### config.mk
export PLATFORM = sky130hd
export DESIGN_NAME = draw_tom
export DESIGN_NICKNAME = d
export VERILOG_FILES = /design/src/rtl/draw_tom.sv
export SDC_FILE = /design/constraint.sdc
export NUM_CORES = 1
export LEC_CHECK = 0
export CORE_MARGIN = 5
export CORE_UTILIZATION = 54
export CTS_BUF_LIST = sky130_fd_sc_hd__clkbuf_16
export DETAILED_ROUTE_END_ITERATION = 16
export HOLD_SLACK_MARGIN = 0.15
export PLACE_DENSITY = 0.84
export SYNTH_ARGS = -nofsm -noshare
export SYNTH_HDL_FRONTEND = slang
export SYNTH_SLANG_ARGS = --single-unit
export TNS_END_PERCENT = 5
### constraint.sdc
create_clock -name clk -period 6.8 [get_ports clk]
set_input_delay 2.04 -clock clk [delete_from_list [all_inputs] [get_ports clk]]
set_output_delay 2.04 -clock clk [all_outputs]
set_load 0.02 [all_outputs]
### src/rtl/draw_tom.sv
// draw_tom: overlays Tom's sprite on the pixel stream; position is latched at vblank start (TOM_MIRROR_EN adds a horizontal-flip input).
// Latency: 3 clk from any input to rgb_out and the delayed timing outputs; sprite ROM read is 1 clk.
// Backpressure: none, free-running pixel pipeline that accepts one pixel every clock.
module draw_tom #(
    parameter int          SPRITE_W   = 32,
    parameter int          SPRITE_H   = 48,
    parameter logic [11:0] TRANSP_RGB = 12'hF0F,
    parameter int          ADDR_W     = 11
) (
    input  logic              clk,
    input  logic              rst,
    input  logic [9:0]        tom_x,
    input  logic [9:0]        tom_y,
`ifdef TOM_MIRROR_EN
    input  logic              mirror,
`endif
    input  logic [10:0]       hcount_in,
    input  logic              hsync_in,
    input  logic              hblnk_in,
    input  logic [10:0]       vcount_in,
    input  logic              vsync_in,
    input  logic              vblnk_in,
    input  logic [11:0]       rgb_in,
    output logic [ADDR_W-1:0] rom_addr,
    input  logic [11:0]       rom_pixel,
    output logic [10:0]       hcount_out,
    output logic              hsync_out,
    output logic              hblnk_out,
    output logic [10:0]       vcount_out,
    output logic              vsync_out,
    output logic              vblnk_out,
    output logic [11:0]       rgb_out
);

    typedef enum logic {S_ACTIVE, S_BLANK} state_t;

    state_t      state, state_nxt;
    logic        vblnk_prev;
    logic        latch_pos;
    logic [9:0]  pos_x, pos_y;
`ifdef TOM_MIRROR_EN
    logic        mirror_q;
`endif

    // Stage 1 geometry, done in 12 bits so pos + size never wraps
    logic [11:0]       hx, vy, px, py, col, row, col_term;
    logic              in_spr;
    logic [ADDR_W-1:0] addr_nxt;

    // Delay-line registers
    logic        in_spr_d1, in_spr_d2;
    logic [10:0] hcount_d1, hcount_d2, vcount_d1, vcount_d2;
    logic        hsync_d1, hsync_d2, hblnk_d1, hblnk_d2;
    logic        vsync_d1, vsync_d2, vblnk_d1, vblnk_d2;
    logic [11:0] rgb_d1, rgb_d2;

    // FSM state, vblank history and frame-coherent position latch
    always_ff @(posedge clk or negedge rst) begin
        if (!rst) begin
            state      <= S_ACTIVE;
            vblnk_prev <= 1'b0;
            pos_x      <= '0;
            pos_y      <= '0;
`ifdef TOM_MIRROR_EN
            mirror_q   <= 1'b0;
`endif
        end else begin
            state      <= state_nxt;
            vblnk_prev <= vblnk_in;
            if (latch_pos) begin
                pos_x    <= tom_x;
                pos_y    <= tom_y;
`ifdef TOM_MIRROR_EN
                mirror_q <= mirror;
`endif
            end
        end
    end

    // Next state: capture position on vblank rise, re-arm on vblank fall
    always_comb begin
        state_nxt = state;
        latch_pos = 1'b0;
        case (state)
            S_ACTIVE: begin
                if (vblnk_in && !vblnk_prev) begin
                    latch_pos = 1'b1;
                    state_nxt = S_BLANK;
                end
            end
            S_BLANK: begin
                if (!vblnk_in && vblnk_prev) begin
                    state_nxt = S_ACTIVE;
                end
            end
            default: state_nxt = S_ACTIVE;
        endcase
    end

    // Sprite hit test and ROM address for the current pixel
    always_comb begin
        hx       = {1'b0, hcount_in};
        vy       = {1'b0, vcount_in};
        px       = {2'b00, pos_x};
        py       = {2'b00, pos_y};
        col      = hx - px;
        row      = vy - py;
        in_spr   = !hblnk_in && !vblnk_in &&
                   (hx >= px) && (hx < px + 12'(SPRITE_W)) &&
                   (vy >= py) && (vy < py + 12'(SPRITE_H));
        col_term = col;
`ifdef TOM_MIRROR_EN
        if (mirror_q) begin
            col_term = 12'(SPRITE_W - 1) - col;
        end
`endif
        addr_nxt = ADDR_W'(row) * ADDR_W'(SPRITE_W) + ADDR_W'(col_term);
    end

    // Three-stage pixel pipeline: address/capture, ROM wait, composite
    always_ff @(posedge clk or negedge rst) begin
        if (!rst) begin
            rom_addr   <= '0;
            in_spr_d1  <= 1'b0;
            in_spr_d2  <= 1'b0;
            hcount_d1  <= '0;
            hcount_d2  <= '0;
            vcount_d1  <= '0;
            vcount_d2  <= '0;
            hsync_d1   <= 1'b0;
            hsync_d2   <= 1'b0;
            hblnk_d1   <= 1'b0;
            hblnk_d2   <= 1'b0;
            vsync_d1   <= 1'b0;
            vsync_d2   <= 1'b0;
            vblnk_d1   <= 1'b0;
            vblnk_d2   <= 1'b0;
            rgb_d1     <= '0;
            rgb_d2     <= '0;
            hcount_out <= '0;
            hsync_out  <= 1'b0;
            hblnk_out  <= 1'b0;
            vcount_out <= '0;
            vsync_out  <= 1'b0;
            vblnk_out  <= 1'b0;
            rgb_out    <= '0;
        end else begin
            if (in_spr) begin
                rom_addr <= addr_nxt;
            end
            in_spr_d1  <= in_spr;
            hcount_d1  <= hcount_in;
            vcount_d1  <= vcount_in;
            hsync_d1   <= hsync_in;
            hblnk_d1   <= hblnk_in;
            vsync_d1   <= vsync_in;
            vblnk_d1   <= vblnk_in;
            rgb_d1     <= rgb_in;

            in_spr_d2  <= in_spr_d1;
            hcount_d2  <= hcount_d1;
            vcount_d2  <= vcount_d1;
            hsync_d2   <= hsync_d1;
            hblnk_d2   <= hblnk_d1;
            vsync_d2   <= vsync_d1;
            vblnk_d2   <= vblnk_d1;
            rgb_d2     <= rgb_d1;

            hcount_out <= hcount_d2;
            vcount_out <= vcount_d2;
            hsync_out  <= hsync_d2;
            hblnk_out  <= hblnk_d2;
            vsync_out  <= vsync_d2;
            vblnk_out  <= vblnk_d2;
            rgb_out    <= (in_spr_d2 && (rom_pixel != TRANSP_RGB)) ? rom_pixel : rgb_d2;
        end
    end

endmodule

---- Word level (Yosys, flattened, before mapping) ----
Cells that the tools add are included.
storage, ports and cells
  output and inout port bits .............. 49
  register bits ........................... 148
  logic and storage cells ................. 54
operators by class
  bitwise logic cells ..................... 1
  reductions and logical operators ........ 11
  mux-type cells .......................... 5
  $add $sub $neg .......................... 5
  $lt $le $gt $ge ......................... 4
  eq/ne operators ......................... 1
operator list
  cell                   count
  $add 10x6->11 const B  2
  $ge 11x10->1           2
  $lt 11x11->1           2
  $mux 12                1
  $ne 12x12->1 const B   1
  $add 11x11->11         1
  $sub 11x10->11         1
  $logic_and 1x1->1      8
  $sub 6x6->6            1
  $logic_not 1->1        3
  $mux 1                 3
  $pmux 1 s2             1
  $not 1->1              1

---- Depth between registers and ports, before layout ----
Gate-level depths: netlist of run 1.
  depth after elaboration ................. 6
  depth in mapped cells ................... 14
  mapped depth without buffers ............ 14

---- Worst setup path before layout of run 1 ----
Ideal clock, no wire load.
  path kind ............................... input-to-reg
  start ................................... input vcount_in[0]
  end ..................................... register rom_addr[9]
  arrival ................................. 4528 ps
  slack ................................... 2147 ps
  data required time ...................... 6675 ps
  stages .................................. 11
  buffers on the path ..................... 0
  cell sequence ........................... inv_1 ha_1 fa_1 xor2_1 fa_1 inv_1 ha_1 or4_1 a31oi_1 xnor2_1 mux2_4
on the way
  word-level cells in the longest chain between the ends .. 3
  elaborated cells on any way between the ends .. 6
RTL lines
  element                                                                 line  text
  from (decl)                                                             20    input logic [10:0] vcount_in,
  parallel branches: the longest is 3 deep, another holds $add 11x11->11  -
  to (signal assigned)                                                    149   rom_addr <= addr_nxt;
  to (decl)                                                               24    output logic [ADDR_W-1:0] rom_addr,
Parallel ways; which one is timed is not known.
A chain may end at the register's enable or synchronous reset.

---- Worst setup path after layout of run 1 ----
Same ends and word-level chain as after synthesis.

==> results of run 1 <==
-- worst register-to-register path, cell delays in order, from the launching register on --
cell and delay (ns):
dfrtp_1 0.39, inv_1 0.09, ha_1 0.23, nor3_1 0.36, nand3_1 0.14, ha_1 0.21
nor4_2 0.25, o2111ai_1 0.21, a311oi_2 0.33, nand4b_2 0.54, mux2_1 0.51
-- area by class of cell --
class,instances,area [sq um],area share
clock buffers,17,425.4,0.05394
clock inverters,15,227.7,0.02888
inverters,43,161.4,0.02047
multi-input cells,234,1968,0.2496
flip-flops and latches,148,3704,0.4696
well taps,140,175.2,0.02221
repair buffers,123,1225,0.1553
-- where the power goes --
group / leakage, nW / switching [mW] / internal [mW] / total, mW
Combinational: 1.52 / 0.407 / 0.371 / 0.778
Clock: 0.317 / 0.372 / 0.656 / 1.03
Sequential: 1.75 / 0.0542 / 0.972 / 1.03
Total: 3.59 / 0.833 / 2.00 / 2.83
-- stage by stage --
step / utilization / setup WS [ns]
detailed placement: 0.6731 / 1.390
floorplan: - / 2.147
CTS: 0.7339 / 1.794
finish: 0.7339 / 1.759
global route: 0.7339 / 1.668
global placement: 0.6731 / 1.509
-- final timing paths --
path	start	endpoint	slack, ns	depth (start not counted)
worst max register to register	pos_y[4]	rom_addr[1]	3.43	10
worst min-delay path	rgb_d1[11]	rgb_d2[11]	0.34	0
worst min register to register	rgb_d1[11]	rgb_d2[11]	0.34	0
max in group asynchronous	rst	hcount_out[10]	3.91	2
worst max-delay path	vcount_in[0]	rom_addr[9]	1.76	12
min in group asynchronous	rst	vcount_d2[0]	1.67	1
-- per-layer routing --
metal  up-vias  track usage  routed length [um]
met5         -            0                   0
li1       1736            -                   -
met1      1871       0.2756                5201
met3        27      0.05973                 788
met4         0      0.07680                 265
met2       128       0.3501                6489
-- logic make-up (layout without fill, tap and decap cells) --
group | Yosys count | count (layout) | synth area share
XOR/XNOR | 19 | 19 | 0.02840
AO/OA/AOI/OAI | 65 | 65 | 0.07047
buffers and inverters | 49 | 198 | 0.03288
adder cells (fa/ha/maj) | 54 | 54 | 0.1264
flip-flops | 148 | 148 | 0.6321
AND/OR/NAND/NOR | 74 | 74 | 0.06257
multiplexers | 22 | 22 | 0.04719
-- cells in the final DEF, fill, tap and decap left out, drive strengths merged, types with 3 or more instances in the layout --
master	instances
clkinv	5
nand2	34
inv	47
ha	44
fa	9
nand3	6
clkbuf	17
nand4b	3
nor2	10
bufinv	5
o21ai	30
nand2b	3
a211oi	4
buf	4
o31ai	3
xor2	7
dfrtp	148
xnor2	12
a31oi	3
a21o	3
a21oi	6
mux2	21
nor3	6
clkdlybuf4s50	119
==> results.sh, run 1 <==
export IMPL_status="finished, final reports clean"
export IMPL_drive_above_1_share=0.08793
export IMPL_ctsHtreeMaxLevel=4
export IMPL_place_area_sq_um=7233
export IMPL_dp_cells=688
export IMPL_track_usage=0.2140
export IMPL_cp_required_ns=7.09
export IMPL_drc=0
export IMPL_synth_seq_cells=148
export IMPL_diodes=0
export IMPL_max_vdd_ir_drop_v=0.0001847
export IMPL_ios=121
export IMPL_vias=3762
export IMPL_synth_top_area_cell="dfrtp_1"
export IMPL_port_buffers=120
export IMPL_ys_seq_area_frac=0.6321
export IMPL_clk_path_buf_depth=2
export IMPL_max_cap_violations=0
export IMPL_core_area_sq_um=10750
export IMPL_post_drt_wl_per_cell_um=17.70
export IMPL_max_stage_delay_ns=0.53
export IMPL_clock_fmax_mhz=198.4
export IMPL_clock_latency_ns=0.42
export IMPL_num_nets_final=692
export IMPL_synth_cell_type_count=51
export IMPL_chipWidth_um=114.2
export IMPL_totalWireLength_mm=12.75
export IMPL_synth_cells=431
export IMPL_hpwl_mm=8.815
export IMPL_start_kind="input port"
export IMPL_postRouteAntennaNets=0
export IMPL_design_area_sq_um=7886
export IMPL_synth_commonest_cells="dfrtp_1 (148), ha_1 (44), inv_1 (40)"
export IMPL_cp_max_fo=5
export IMPL_fin_crit_ns=5.041
export IMPL_hp_class="flip-flop to flip-flop"
export IMPL_power_density_nw_per_um2=359.0
export IMPL_worst_pin_slew_ns=0.7964
export IMPL_cts_resized=0
export IMPL_cp_end_kind="flip-flop"
export IMPL_rows=38
export IMPL_worstSetupPathType="input port to flip-flop"
export IMPL_antenna_found_initial=0
export IMPL_syn_nets=556
export IMPL_grt_overflow_total=0
export IMPL_cts_root_buf="clkbuf_16"
export IMPL_drt_iter0_drc=259
export IMPL_cp_cell_sequence="clkdlybuf4s50_1 -> inv_1 -> ha_1 -> fa_1 -> xor2_1 -> fa_1 -> inv_1 -> ha_1 -> or4_1 -> a31oi_1 -> xnor2_1 -> mux2_4"
export IMPL_first_pass_iters=4
export IMPL_post_cts_buffers=0
export IMPL_start_util=0.5453
export IMPL_synth_top_area_share=0.6321
export IMPL_syn_to_final_growth_pct=34.59
export IMPL_cts_sinks=148
export IMPL_numCtsBuffers=17
export IMPL_fp_dieH_um=114.2
export IMPL_die_area_sq_um=13030
export IMPL_hold_ws_ns=0.3444
export IMPL_power_leakage_nw=3.586
export IMPL_path_buf_inv=3
export IMPL_gp_congestion=0.9004
export IMPL_crit_slowest_cell="clkdlybuf4s50_1"
export IMPL_rsz0062_at_grt="false"
export IMPL_cts_hold_buf=0
export IMPL_grt_max_degree=92
export IMPL_nFillCells=685
export IMPL_grt_pass1_vias=4173
export IMPL_syn_area_per_cell_sq_um=13.59
export IMPL_cts_tree="yes"
export IMPL_ys_flop_type="dfrtp_1"
export IMPL_crit_family="adder cells"
export IMPL_finalNonFillerCells=720
export IMPL_syn_area_sq_um=5859
export IMPL_yosys_warnings=0
export IMPL_finalSetupViolCount=0
export IMPL_async_flop_share=1.000
export IMPL_clkTransAtPathRegs_ns=0.06
export IMPL_p_total_mw=2.832
export IMPL_largestRegisters="rgb_d1 x12, rgb_d2 x12, rgb_out x12"
export IMPL_synth_edf_count=0
export IMPL_final_hold_violation_count=0
export IMPL_fin_crit_sh=0.7413
export IMPL_grt_pass1_wl_mm=21.21
export IMPL_drv_slew=0
export IMPL_yosysMostFrequentCell="dfrtp_1"
export IMPL_critPathArrivalTime_ns=5.33
export IMPL_relSlewSlack=0.4691
export IMPL_final_setup_tns_ns=0
export IMPL_via_per_inst=5.225
export IMPL_netlist_top_cells_area="dfrtp_1 (63%), ha_1 (9.4%), fa_1 (3.1%)"
export IMPL_finalClockSkew_ns=0.007778
(Power assumes the default switching activity.)
==> run 2: changes to the inputs <==
--- a/config.mk
+++ b/config.mk
@@ -6,11 +6,11 @@
 export NUM_CORES = 1
 export LEC_CHECK = 0
 export CORE_MARGIN = 5
-export CORE_UTILIZATION = 54
+export CORE_UTILIZATION = 46
 export CTS_BUF_LIST = sky130_fd_sc_hd__clkbuf_16
 export DETAILED_ROUTE_END_ITERATION = 16
 export HOLD_SLACK_MARGIN = 0.15
-export PLACE_DENSITY = 0.84
+export PLACE_DENSITY = 0.76
 export SYNTH_ARGS = -nofsm -noshare
 export SYNTH_HDL_FRONTEND = slang
 export SYNTH_SLANG_ARGS = --single-unit
==> constraint.sdc (replaced) <==
create_clock -name clk -period 4.39 [get_ports clk]
set_input_delay 1.317 -clock clk [delete_from_list [all_inputs] [get_ports clk]]
set_output_delay 1.317 -clock clk [all_outputs]
set_load 0.02 [all_outputs]
==> results.sh, run 2 (synthesis gave the netlist of run 1 again) <==
export IMPL_status="finished, final reports clean"
export IMPL_via_per_inst=4.855
export IMPL_start_kind="input port"
export IMPL_post_drt_wl_per_cell_um=15.70
export IMPL_ctsHtreeMaxLevel=4
export IMPL_grt_pass1_vias=3997
export IMPL_ios=121
export IMPL_track_usage=0.1717
export IMPL_grt_overflow_total=0
export IMPL_rsz0062_at_grt="false"
export IMPL_post_route_util=0.6276
export IMPL_postRouteAntennaNets=0
export IMPL_cts_resized=0
export IMPL_cts_root_buf="clkbuf_16"
export IMPL_fin_crit_ns=4.267
export IMPL_first_pass_iters=4
export IMPL_crit_family="adder cells"
export IMPL_vias=3685
export IMPL_cp_end_kind="flip-flop"
export IMPL_cts_tree="yes"
export IMPL_totalWireLength_mm=11.91
export IMPL_max_cap_violations=0
export IMPL_final_hold_violation_count=0
export IMPL_post_cts_buffers=0
export IMPL_finalClockSkew_ns=0.01881
export IMPL_syn_to_final_growth_pct=34.61
export IMPL_grt_pass1_wl_mm=19.33
export IMPL_hpwl_mm=8.878
export IMPL_finalSetupViolCount=0
export IMPL_rows=41
export IMPL_diodes=0
export IMPL_cp_max_fo=4
export IMPL_drt_iter0_drc=229
export IMPL_cp_required_ns=4.69
export IMPL_max_stage_delay_ns=0.54
export IMPL_reg2reg_setup_slack_ns=1.21
export IMPL_num_nets_final=699
export IMPL_drv_slew=0
export IMPL_power_density_nw_per_um2=523.3
export IMPL_chipWidth_um=122.9
export IMPL_cts_sinks=148
export IMPL_cp_cell_sequence="clkdlybuf4s50_1 -> inv_1 -> ha_1 -> fa_1 -> xor2_1 -> fa_1 -> inv_1 -> ha_1 -> o41ai_1 -> o31ai_1 -> xnor2_1 -> mux2_2"
export IMPL_place_area_sq_um=7338
export IMPL_numCtsBuffers=17
export IMPL_start_util=0.4662
export IMPL_place_ws_ns=-0.2571
export IMPL_clkTransAtPathRegs_ns=0.07
export IMPL_reg2reg_from="pos_y[0]"
export IMPL_clock_fmax_mhz=234.4
export IMPL_worst_pin_slew_ns=0.7355
export IMPL_clock_latency_ns=0.43
export IMPL_core_area_sq_um=12570
export IMPL_port_buffers=120
export IMPL_largestRegisters="rgb_d1 x12, rgb_d2 x12, rgb_out x12"
export IMPL_die_area_sq_um=15090
export IMPL_fin_crit_sh=0.9719
export IMPL_antenna_found_initial=1
export IMPL_hp_start="vcount_d2[3]"
export IMPL_path_buf_inv=3
export IMPL_drc=0
export IMPL_crit_slowest_cell="clkdlybuf4s50_1"
export IMPL_final_cell_mix="dfrtp_1 (148), clkdlybuf4s50_1 (119), ha_1 (44)"
export IMPL_fp_dieH_um=122.9
export IMPL_design_area_sq_um=7888
export IMPL_critPathArrivalTime_ns=4.57
export IMPL_max_vdd_ir_drop_v=0.0002874
export IMPL_grt_max_degree=86
export IMPL_clk_path_buf_depth=2
export IMPL_critPathLaunch="vcount_in[0]"
export IMPL_worstSetupPathType="input port to flip-flop"
export IMPL_cts_hold_buf=0
export IMPL_layout_commonest_cell="dfrtp_1"
export IMPL_endpoint="rom_addr[10]"
export IMPL_reg2reg_to="rom_addr[10]"
export IMPL_drive_above_1_share=0.1005
export IMPL_power_leakage_nw=3.559
export IMPL_layout_setup_ws_ns=0.1232
export IMPL_hp_class="flip-flop to flip-flop"
export IMPL_path_depth=12
export IMPL_gp_congestion=0.8674
export IMPL_worstRegToRegCells=10
export IMPL_relSlewSlack=0.5097
-- run 2: worst register-to-register path, cell delays in order (launching register included) --
cell     delay (ns)
dfrtp_1        0.41
ha_1           0.22
fa_1           0.41
xor2_1         0.17
fa_1           0.49
inv_1          0.05
ha_1           0.23
o41ai_1        0.49
o31ai_1        0.17
xnor2_1        0.15
mux2_2         0.26
-- run 2: worst min-delay path by stage --
stage	slack, ns	cells past startpoint	end
2_1_floorplan	0.33	0	hblnk_d2
3_3_place_gp	0.33	0	hcount_d2[3]
3_5_place_dp	0.33	0	hblnk_d2
4_1_cts	0.35	0	vsync_d2
5_1_grt	0.35	0	rgb_d2[5]
6_report	0.34	0	vcount_out[3]
-- run 2: layer usage --
metal | up-vias | global-route usage | part of all wire
li1 | 1746 | - | -
met1 | 1798 | 0.2123 | 0.44
met2 | 114 | 0.2706 | 0.48
met3 | 25 | 0.06175 | 0.061
met4 | 2 | 0.07838 | 0.023
met5 | - | 0 | 0.00067
-- run 2: where the power goes --
part,switching (mW),internal (mW),total [mW]
clock network,0.594,0.734,1.33
registers,0.0767,1.50,1.58
logic,0.609,0.609,1.22
total,1.28,2.85,4.13
-- run 2: area by class of cell --
cell class | instances | area, sq um
fillers | 978 | 4681
flip-flops and latches | 148 | 3704
multi-input cells | 234 | 1968
repair buffers | 130 | 1290
clock buffers | 17 | 425.4
well taps | 172 | 215.2
inverters | 43 | 161.4
clock inverters | 15 | 123.9
-- run 2: through the flow --
step	std cells	hold slack, ns	TNS (ns)	power (mW)
final	759	0.3387	0	4.128
after global routing	759	0.3476	0	4.369
after CTS	759	0.3455	0	4.173
after detailed placement	727	0.3347	-0.6442	2.823
after global placement	727	0.3310	-0.3762	2.767
after floorplan	431	0.3312	0	2.352
==> run 3: changes to the inputs <==
--- a/config.mk
+++ b/config.mk
@@ -7,7 +7,6 @@
 export LEC_CHECK = 0
 export CORE_MARGIN = 5
 export CORE_UTILIZATION = 46
-export CTS_BUF_LIST = sky130_fd_sc_hd__clkbuf_16
 export DETAILED_ROUTE_END_ITERATION = 16
 export HOLD_SLACK_MARGIN = 0.15
 export PLACE_DENSITY = 0.76
==> results.sh, run 3 (synthesis gave the netlist of run 1 again) <==
export IMPL_status="finished, final reports clean"
export IMPL_dp_cells=727
export IMPL_postRouteAntennaNets=0
export IMPL_totalWireLength_mm=11.95
export IMPL_die_area_sq_um=15090
export IMPL_cp_end_kind="flip-flop"
export IMPL_antenna_found_initial=1
export IMPL_drive_above_1_share=0.1022
export IMPL_fin_crit_sh=0.9712
export IMPL_cts_tree="yes"
export IMPL_via_per_inst=4.877
export IMPL_drv_slew=0
export IMPL_grt_max_degree=86
export IMPL_clkTransAtPathRegs_ns=0.07
export IMPL_max_vdd_ir_drop_v=0.0002873
export IMPL_fin_crit_ns=4.263
export IMPL_grt_overflow_total=0
export IMPL_drt_iter0_drc=211
export IMPL_worstSetupPathType="input port to flip-flop"
export IMPL_final_cell_mix="dfrtp_1 (148), clkdlybuf4s50_1 (119), ha_1 (44)"
export IMPL_start_kind="input port"
export IMPL_clk_path_buf_depth=2
export IMPL_chipWidth_um=122.9
export IMPL_clock_latency_ns=0.43
export IMPL_ctsHtreeMaxLevel=4
export IMPL_worst_pin_slew_ns=0.7368
export IMPL_critPathArrivalTime_ns=4.57
export IMPL_fp_dieH_um=122.9
export IMPL_track_usage=0.1718
export IMPL_grt_pass1_wl_mm=19.35
export IMPL_first_pass_iters=4
export IMPL_post_cts_buffers=0
export IMPL_syn_to_final_growth_pct=34.79
export IMPL_start_util=0.4662
export IMPL_largestRegisters="rgb_d1 x12, rgb_d2 x12, rgb_out x12"
export IMPL_cts_resized=0
export IMPL_relSlewSlack=0.5088
export IMPL_max_cap_violations=0
export IMPL_grt_pass1_vias=4000
export IMPL_final_hold_violation_count=0
export IMPL_power_leakage_nw=3.564
export IMPL_cts_hold_buf=0
export IMPL_rsz0062_at_grt="false"
export IMPL_diodes=0
export IMPL_ios=121
export IMPL_num_nets_final=699
export IMPL_gp_congestion=0.8674
export IMPL_post_route_util=0.6284
export IMPL_hpwl_mm=8.878
export IMPL_cp_max_fo=4
export IMPL_power_density_nw_per_um2=524.9
export IMPL_rows=41
export IMPL_post_drt_wl_per_cell_um=15.74
export IMPL_place_ws_ns=-0.2571
export IMPL_layout_setup_ws_ns=0.1266
export IMPL_finalSetupViolCount=0
export IMPL_layout_commonest_cell="dfrtp_1"
export IMPL_port_buffers=120
export IMPL_finalNonFillerCells=759
export IMPL_drc=0
export IMPL_numCtsBuffers=17
export IMPL_cts_sinks=148
export IMPL_vias=3702
export IMPL_cp_required_ns=4.69
export IMPL_finalClockSkew_ns=0.01892
export IMPL_core_area_sq_um=12570
export IMPL_clock_fmax_mhz=234.6
export IMPL_cts_root_buf="clkbuf_16"
export IMPL_hp_class="flip-flop to flip-flop"
[run 3: path summary, 6_finish.rpt]
path / start / to / slack [ns] / depth (start not counted)
max in group asynchronous: rst / hcount_d1[0] / 2.67 / 2
min in group asynchronous: rst / hcount_out[7] / 0.92 / 1
hold / removal: vcount_d2[3] / vcount_out[3] / 0.34 / 0
hold reg to reg: vcount_d2[3] / vcount_out[3] / 0.34 / 0
setup reg to reg: pos_y[0] / rom_addr[10] / 1.20 / 10
setup / recovery: vcount_in[0] / rom_addr[10] / 0.13 / 12
[run 3: layout make-up]
class,instances,area (sq um)
multi-input combinational,234,1968
clock inverter,14,120.1
clock buffer,18,439.2
tap,172,215.2
inverter,43,161.4
fill,975,4671
timing repair buffer,130,1290
sequential,148,3704
[run 3: metal layers]
| metal | global-route usage | wire length [um] | vias to the layer above | part of all wire |
|---|---|---|---|---|
| met2 | 0.2713 | 5727 | 118 | 0.48 |
| met4 | 0.07838 | 269 | 2 | 0.023 |
| met5 | 0 | 8 | - | 0.00067 |
| met3 | 0.06221 | 730 | 25 | 0.061 |
| li1 | - | - | 1745 | - |
| met1 | 0.2116 | 5210 | 1812 | 0.44 |
[run 3: stage by stage]
stage               hold slack (ns)  setup TNS [ns]  cell area (sq um)  power (mW)
detailed placement           0.3347         -0.6442               7338       2.823
global route                 0.3476               0               7898       4.387
floorplan                    0.3312               0               5859       2.352
global placement             0.3310         -0.3762               7338       2.767
finish                       0.3383               0               7898       4.146
CTS                          0.3455               0               7898       4.192
[run 3: report_power, final]
group / internal (mW) / switching (mW)
Combinational: 0.609 / 0.610
Sequential: 1.50 / 0.0770
Clock: 0.752 / 0.594
[run 3: critical path, cell delays in order]
cell	delay (ns)
clkdlybuf4s50_1	0.53
inv_1	0.06
ha_1	0.22
fa_1	0.41
xor2_1	0.17
fa_1	0.49
inv_1	0.04
ha_1	0.23
o41ai_1	0.50
o31ai_1	0.17
xnor2_1	0.15
mux2_2	0.26
